<file path="src/rtl/mem_refill_arbiter_if.sv">
// Bundle of ICache, DCache and main-memory signals around the refill arbiter.
// master: the arbiter itself. slave: the caches and the memory it serves.
interface mem_refill_arbiter_if #(
   parameter int unsigned BEAT_W = 2
);
   // ICache refill path
   logic              i_req;
   logic [31:0]       i_addr;
   logic              i_gnt;
   logic              i_rvalid;
   logic [31:0]       i_rdata;
   logic [BEAT_W-1:0] i_beat;
   logic              i_done;
   // DCache refill/writeback path
   logic              d_req;
   logic              d_we;
   logic [31:0]       d_addr;
   logic [31:0]       d_wdata;
   logic              d_gnt;
   logic              d_rvalid;
   logic [31:0]       d_rdata;
   logic [BEAT_W-1:0] d_beat;
   logic              d_done;
   // Main-memory line-burst port
   logic              mem_cmd_valid;
   logic              mem_cmd_ready;
   logic              mem_cmd_we;
   logic [31:0]       mem_cmd_addr;
   logic              mem_rvalid;
   logic [31:0]       mem_rdata;
   logic              mem_wvalid;
   logic [31:0]       mem_wdata;
   logic              mem_wready;

   modport master (
      input  i_req, i_addr,
      output i_gnt, i_rvalid, i_rdata, i_beat, i_done,
      input  d_req, d_we, d_addr, d_wdata,
      output d_gnt, d_rvalid, d_rdata, d_beat, d_done,
      output mem_cmd_valid, mem_cmd_we, mem_cmd_addr, mem_wvalid, mem_wdata,
      input  mem_cmd_ready, mem_rvalid, mem_rdata, mem_wready
   );

   modport slave (
      output i_req, i_addr,
      input  i_gnt, i_rvalid, i_rdata, i_beat, i_done,
      output d_req, d_we, d_addr, d_wdata,
      input  d_gnt, d_rvalid, d_rdata, d_beat, d_done,
      input  mem_cmd_valid, mem_cmd_we, mem_cmd_addr, mem_wvalid, mem_wdata,
      output mem_cmd_ready, mem_rvalid, mem_rdata, mem_wready
   );
endinterface

</file>
<file path="src/rtl/mem_refill_arbiter.sv">
// Shares one line-burst memory port between ICache refills and DCache
// refills/writebacks. One line command per burst, read beats steered
// combinationally to the owner, one-cycle done pulse at burst end.
module mem_refill_arbiter #(
   parameter int unsigned LINE_WORDS = 4,
   parameter int unsigned BEAT_W     = 2
) (
   input logic                  clk,
   input logic                  rst,
   mem_refill_arbiter_if.master bus
);

   localparam logic [31:0]       AlignMask = ~((32'(LINE_WORDS) << 2) - 32'd1);
   localparam logic [BEAT_W-1:0] LastBeat  = BEAT_W'(LINE_WORDS - 1);

   typedef enum logic [2:0] {StIdle, StCmd, StRd, StWr, StDone} state_e;
   typedef enum logic {OwnI, OwnD} owner_e;

   state_e            stateQ;
   owner_e            ownerQ;
   owner_e            lastServedQ;
   owner_e            winner;
   logic [BEAT_W-1:0] beatQ;
   logic [31:0]       addrQ;
   logic              weQ;
   logic              iGntQ;
   logic              dGntQ;
   logic              iDoneQ;
   logic              dDoneQ;
   logic              cmdValidQ;
   logic              wValidQ;
   logic              inData;
   logic              iRvalid;
   logic              dRvalid;

   // Pick the next owner; on a tie the requester not served last wins.
   always_comb begin
      winner = OwnI;
      if (bus.i_req && bus.d_req) begin
         winner = (lastServedQ == OwnI) ? OwnD : OwnI;
      end else if (bus.d_req) begin
         winner = OwnD;
      end
   end

   // Burst sequencer with registered grant, command, write-valid and done outputs.
   always_ff @(posedge clk) begin
      if (rst) begin
         stateQ      <= StIdle;
         ownerQ      <= OwnI;
         lastServedQ <= OwnI;
         beatQ       <= '0;
         addrQ       <= '0;
         weQ         <= 1'b0;
         iGntQ       <= 1'b0;
         dGntQ       <= 1'b0;
         iDoneQ      <= 1'b0;
         dDoneQ      <= 1'b0;
         cmdValidQ   <= 1'b0;
         wValidQ     <= 1'b0;
      end else begin
         iDoneQ <= 1'b0;
         dDoneQ <= 1'b0;
         unique case (stateQ)
            StIdle: begin
               if (bus.i_req || bus.d_req) begin
                  ownerQ    <= winner;
                  addrQ     <= ((winner == OwnD) ? bus.d_addr : bus.i_addr) & AlignMask;
                  // ICache requests are always reads
                  weQ       <= (winner == OwnD) && bus.d_we;
                  iGntQ     <= (winner == OwnI);
                  dGntQ     <= (winner == OwnD);
                  cmdValidQ <= 1'b1;
                  stateQ    <= StCmd;
               end
            end
            StCmd: begin
               if (bus.mem_cmd_ready) begin
                  cmdValidQ <= 1'b0;
                  beatQ     <= '0;
                  if (weQ) begin
                     wValidQ <= 1'b1;
                     stateQ  <= StWr;
                  end else begin
                     stateQ  <= StRd;
                  end
               end
            end
            StRd: begin
               if (bus.mem_rvalid) begin
                  beatQ <= beatQ + BEAT_W'(1);
                  if (beatQ == LastBeat) begin
                     iDoneQ <= (ownerQ == OwnI);
                     dDoneQ <= (ownerQ == OwnD);
                     stateQ <= StDone;
                  end
               end
            end
            StWr: begin
               if (bus.mem_wready) begin
                  beatQ <= beatQ + BEAT_W'(1);
                  if (beatQ == LastBeat) begin
                     wValidQ <= 1'b0;
                     dDoneQ  <= 1'b1;
                     stateQ  <= StDone;
                  end
               end
            end
            StDone: begin
               iGntQ       <= 1'b0;
               dGntQ       <= 1'b0;
               lastServedQ <= ownerQ;
               stateQ      <= StIdle;
            end
            default: stateQ <= StIdle;
         endcase
      end
   end

   // Steer read beats and beat index to the owner only; memory beats outside RD are dropped.
   always_comb begin
      inData  = (stateQ == StRd) || (stateQ == StWr);
      iRvalid = (stateQ == StRd) && (ownerQ == OwnI) && bus.mem_rvalid;
      dRvalid = (stateQ == StRd) && (ownerQ == OwnD) && bus.mem_rvalid;
   end

   assign bus.i_gnt         = iGntQ;
   assign bus.d_gnt         = dGntQ;
   assign bus.i_done        = iDoneQ;
   assign bus.d_done        = dDoneQ;
   assign bus.i_rvalid      = iRvalid;
   assign bus.d_rvalid      = dRvalid;
   assign bus.i_rdata       = iRvalid ? bus.mem_rdata : '0;
   assign bus.d_rdata       = dRvalid ? bus.mem_rdata : '0;
   assign bus.i_beat        = (inData && (ownerQ == OwnI)) ? beatQ : '0;
   assign bus.d_beat        = (inData && (ownerQ == OwnD)) ? beatQ : '0;
   assign bus.mem_cmd_valid = cmdValidQ;
   assign bus.mem_cmd_we    = cmdValidQ & weQ;
   assign bus.mem_cmd_addr  = cmdValidQ ? addrQ : '0;
   assign bus.mem_wvalid    = wValidQ;
   assign bus.mem_wdata     = wValidQ ? bus.d_wdata : '0;

endmodule

</file>
<file path="src/flat_wrapper.sv">
// flat-port wrapper written by rule: the top's interface ports become plain ports
module mem_refill_arbiter_flat 
#(
   parameter int unsigned LINE_WORDS = 4,
   parameter int unsigned BEAT_W     = 2
)
  (clk, rst, bus_i_req, bus_i_addr, bus_i_gnt, bus_i_rvalid, bus_i_rdata, bus_i_beat, bus_i_done, bus_d_req, bus_d_we, bus_d_addr, bus_d_wdata, bus_d_gnt, bus_d_rvalid, bus_d_rdata, bus_d_beat, bus_d_done, bus_mem_cmd_valid, bus_mem_cmd_we, bus_mem_cmd_addr, bus_mem_wvalid, bus_mem_wdata, bus_mem_cmd_ready, bus_mem_rvalid, bus_mem_rdata, bus_mem_wready);
  mem_refill_arbiter_if #(.BEAT_W(BEAT_W)) bus_i ();
  input logic clk;
  input logic rst;
  input wire logic [$bits(bus_i.i_req)-1:0] bus_i_req;
  input wire logic [$bits(bus_i.i_addr)-1:0] bus_i_addr;
  output wire logic [$bits(bus_i.i_gnt)-1:0] bus_i_gnt;
  output wire logic [$bits(bus_i.i_rvalid)-1:0] bus_i_rvalid;
  output wire logic [$bits(bus_i.i_rdata)-1:0] bus_i_rdata;
  output wire logic [$bits(bus_i.i_beat)-1:0] bus_i_beat;
  output wire logic [$bits(bus_i.i_done)-1:0] bus_i_done;
  input wire logic [$bits(bus_i.d_req)-1:0] bus_d_req;
  input wire logic [$bits(bus_i.d_we)-1:0] bus_d_we;
  input wire logic [$bits(bus_i.d_addr)-1:0] bus_d_addr;
  input wire logic [$bits(bus_i.d_wdata)-1:0] bus_d_wdata;
  output wire logic [$bits(bus_i.d_gnt)-1:0] bus_d_gnt;
  output wire logic [$bits(bus_i.d_rvalid)-1:0] bus_d_rvalid;
  output wire logic [$bits(bus_i.d_rdata)-1:0] bus_d_rdata;
  output wire logic [$bits(bus_i.d_beat)-1:0] bus_d_beat;
  output wire logic [$bits(bus_i.d_done)-1:0] bus_d_done;
  output wire logic [$bits(bus_i.mem_cmd_valid)-1:0] bus_mem_cmd_valid;
  output wire logic [$bits(bus_i.mem_cmd_we)-1:0] bus_mem_cmd_we;
  output wire logic [$bits(bus_i.mem_cmd_addr)-1:0] bus_mem_cmd_addr;
  output wire logic [$bits(bus_i.mem_wvalid)-1:0] bus_mem_wvalid;
  output wire logic [$bits(bus_i.mem_wdata)-1:0] bus_mem_wdata;
  input wire logic [$bits(bus_i.mem_cmd_ready)-1:0] bus_mem_cmd_ready;
  input wire logic [$bits(bus_i.mem_rvalid)-1:0] bus_mem_rvalid;
  input wire logic [$bits(bus_i.mem_rdata)-1:0] bus_mem_rdata;
  input wire logic [$bits(bus_i.mem_wready)-1:0] bus_mem_wready;
  assign bus_i.i_req = bus_i_req;
  assign bus_i.i_addr = bus_i_addr;
  assign bus_i_gnt = bus_i.i_gnt;
  assign bus_i_rvalid = bus_i.i_rvalid;
  assign bus_i_rdata = bus_i.i_rdata;
  assign bus_i_beat = bus_i.i_beat;
  assign bus_i_done = bus_i.i_done;
  assign bus_i.d_req = bus_d_req;
  assign bus_i.d_we = bus_d_we;
  assign bus_i.d_addr = bus_d_addr;
  assign bus_i.d_wdata = bus_d_wdata;
  assign bus_d_gnt = bus_i.d_gnt;
  assign bus_d_rvalid = bus_i.d_rvalid;
  assign bus_d_rdata = bus_i.d_rdata;
  assign bus_d_beat = bus_i.d_beat;
  assign bus_d_done = bus_i.d_done;
  assign bus_mem_cmd_valid = bus_i.mem_cmd_valid;
  assign bus_mem_cmd_we = bus_i.mem_cmd_we;
  assign bus_mem_cmd_addr = bus_i.mem_cmd_addr;
  assign bus_mem_wvalid = bus_i.mem_wvalid;
  assign bus_mem_wdata = bus_i.mem_wdata;
  assign bus_i.mem_cmd_ready = bus_mem_cmd_ready;
  assign bus_i.mem_rvalid = bus_mem_rvalid;
  assign bus_i.mem_rdata = bus_mem_rdata;
  assign bus_i.mem_wready = bus_mem_wready;
  mem_refill_arbiter #(.LINE_WORDS(LINE_WORDS), .BEAT_W(BEAT_W)) u_core (.clk(clk), .rst(rst), .bus(bus_i));
endmodule
</file>
<file path="config.mk">
export PLATFORM = sky130hd
export DESIGN_NAME = mem_refill_arbiter_flat
export DESIGN_NICKNAME = d
export VERILOG_FILES = /design/src/rtl/mem_refill_arbiter_if.sv /design/src/rtl/mem_refill_arbiter.sv /design/src/flat_wrapper.sv
export SDC_FILE = /design/constraint.sdc
export NUM_CORES = 1
export LEC_CHECK = 0
export BUFFER_PORTS_ARGS = -buffer_cell sky130_fd_sc_hd__buf_2
export CAP_MARGIN = 0
export CORE_AREA = 2 2 108 110
export DETAILED_ROUTE_END_ITERATION = 12
export DIE_AREA = 0 0 110 112
export SETUP_SLACK_MARGIN = 0.1
export SYNTH_ARGS = -nofsm -noshare
export SYNTH_HDL_FRONTEND = slang
export SYNTH_SLANG_ARGS = --single-unit
</file>
<file path="constraint.sdc">
create_clock -name clk -period 4.25 [get_ports clk]
set_input_delay 0.85 -clock clk [delete_from_list [all_inputs] [get_ports clk]]
set_output_delay 0.85 -clock clk [all_outputs]
set_load 0.01 [all_outputs]
</file>
==> metrics <==
CTS tree yes; worst slack, placed 1.270 ns; Layout area overhead 53.39%; most frequent cell after synthesis and2_1; Die Y 112 um; Worst setup EP type primary output; Static Leak 0.002523 uW; Worst-Skew Late Latency 0.28 ns; top cells by area, synth dfxtp_1, and2_1, mux2i_1; WP data required 3.40 ns; layout cells sized above 1 46.76%; r2r setup slk 2.15 ns; Max clock buf depth 2; Total Power 1374 uW; nets 737; routed vias 3344; Syn Inst Count 361; Slew Limit Fails 0; TritonCTS Buffers 5; Slew HR 25.08%; PD cells 308.8 nW/um^2; clock skew 0.005989 ns; DRC Markers 0; Avg WL per Cell 13.63 um; Iter 0 DRT Violations 105; number of global-route vias before repair 3060; first-pass GRT wire length 15030 um; top_reg_cell synth dfxtp_1; Setup TNS Final 0 ns; Synth top area share 28.98%; Tcrit/Tclk final 76.34%; IO Count 277; Port Buffers 264; WHS 0.5029 ns; via/cell ratio 4.495; count of different cell masters after synthesis 35; gp weighted congestion 0.7504; Adder-Cell Fraction of Synth Area 0.4312%; synthesis warning total 0; Worst R2R Path Depth 3; DPL Wire Length 7802 um; Yosys top cell by area dfxtp_1; Post-CTS Setup Inserts 0; worst slew pin tran 1.121 ns; Final ANT Viol Nets 0; # clock sinks 42; initial core utilization 25.97%; Placeable Area 11170 um^2; fmax 308.2 MHz; initial antenna violation count 0; gr ovfl total 0; CTS Root Cell clkbuf_16; hold_buf cts 0; Max VDD drop 0.1794 mV; Die ar. 12320 um^2; HP Class reg -> reg; # diodes 0; final worst path period need 3.245 ns; Critical Path AT 2.39 ns; R2R Path End u_core.bus.d_done; post-synthesis compound-gate area fraction 17.29%; final number of hold-violating endpoints 0; TritonRoute pass-1 iters 4; # H-tree levels 2; EDFF count, synth 0; final worst slack 1.006 ns; Hold Crit Start u_core.beatQ[1]; largest net degree at the start of global routing 39; Hold Path End u_core.beatQ[1]; RSZ-0062 raised after global routing false; post-layout util 39.83%; Synth top cells by count and2_1, dfxtp_1, a21oi_1; critical path peak fanout 34; post-synthesis mux area share 12.16%; largest family of logic cells by synthesized area simple AND/OR/NAND/NOR gates; Post-Syn Area per Cell 8.037 um^2; Die Width 110 um; maxcap violations 0; Worst setup SP type flip-flop; worst hold stages 2; #FFs+latches synth 42; status complete, no violations; Synth Cell Area 2902 um^2; FP Rows 39; CTS resizes 0; Post-Synth XOR/XNOR Area 0%; Routed WL 10140 um; Setup-failing EPs final 0; asr flop ratio synth 0%; clock slew at reported path FFs 0.06 ns; GRT Util Overall 15.19%; Post-Synth Simple-Gate Area 34.45%; critical path class reg -> out; register area share after synthesis 28.98%; reg-to-reg startpoint u_core.stateQ[1]
-- routing by layer --
metal | GRT usage (%) | wire length (um)
met1 | 17.41 | 4006
met2 | 28.63 | 5240
met3 | 2.810 | 797
met4 | 3.122 | 94
met5 | 0 | 0
-- logic make-up (layout without fill, tap and decap cells) --
kind of cell               count (synthesis)  in the layout
AOI/OAI and AO/OA                         77             77
adders and majority gates                  1              1
buffers and inverters                     42            279
DFF                                       42             42
muxes                                     34             34
other                                      1              4
and+or+nand+nor                          164            164
-- flip-flops by register name, indices dropped and copies added, names as in the netlist --
signal / flops
u_core.addrQ: 28
u_core.beatQ: 2
u_core.bus.d_done: 1
u_core.bus.d_gnt: 1
u_core.bus.i_done: 1
u_core.bus.i_gnt: 1
u_core.bus.mem_cmd_valid: 1
u_core.bus.mem_wvalid: 1
u_core.lastServedQ: 1
u_core.ownerQ: 1
u_core.stateQ: 3
u_core.weQ: 1
-- through the flow --
| step | cell area, um^2 | cells |
|---|---|---|
| 3_5_place_dp | 4288 | 736 |
| 2_1_floorplan | 2913 | 364 |
| 5_1_grt | 4451 | 744 |
| 4_1_cts | 4451 | 744 |
| 6_report | 4451 | 744 |
| 3_3_place_gp | 4288 | 736 |
-- area by class of cell --
class,instances,area [um^2]
Clock buffer,7,132.6
Clock inverter,1,30.03
Fill cell,1158,6724
Inverter,3,11.26
Multi-Input combinational cell,280,1906
Sequential cell,42,840.8
Tap cell,143,178.9
Timing Repair Buffer,268,1351
-- worst max path at each step --
stage | startpoint | end | slack [ns]
CTS | u_core.stateQ[1] | bus_d_rdata[16] | 0.98
finish | u_core.stateQ[1] | bus_d_rdata[16] | 1.01
global route | u_core.stateQ[1] | bus_d_rdata[16] | 0.74
global placement | bus_mem_rvalid | bus_d_rdata[2] | 1.33
detailed placement | bus_mem_rvalid | bus_d_rdata[16] | 1.27
floorplan | bus_mem_rvalid | bus_i_rdata[22] | 1.71
-- report_power, final --
part	internal (uW)	total, uW	switching, uW
clock	278	428	150
sequential	461	528	66.2
combinational	197	419	222
-- layout by cell type, fill, tap and decap left out, types with 2 or more instances in the layout --
| cell | instances |
|---|---|
| a211oi_1 | 30 |
| a21oi_1 | 34 |
| and2_1 | 125 |
| and3_1 | 3 |
| and4b_1 | 2 |
| buf_2 | 264 |
| buf_4 | 4 |
| clkbuf_1 | 2 |
| clkbuf_16 | 5 |
| conb_1 | 4 |
| dfxtp_1 | 42 |
| inv_1 | 3 |
| mux2i_1 | 33 |
| nand2_1 | 8 |
| nand2b_1 | 5 |
| nand3_1 | 2 |
| nor2_1 | 8 |
| nor3b_1 | 2 |
| o2111ai_1 | 2 |
| o21ai_0 | 5 |
| or3_1 | 2 |
-- worst max-delay path, cell delays in order, from the launching register on --
cell     delay [ns]
dfxtp_1        0.65
and2b_1        0.30
and4b_1        0.80
and2_1         0.23
buf_2          0.13
(Power assumes the default switching activity.)
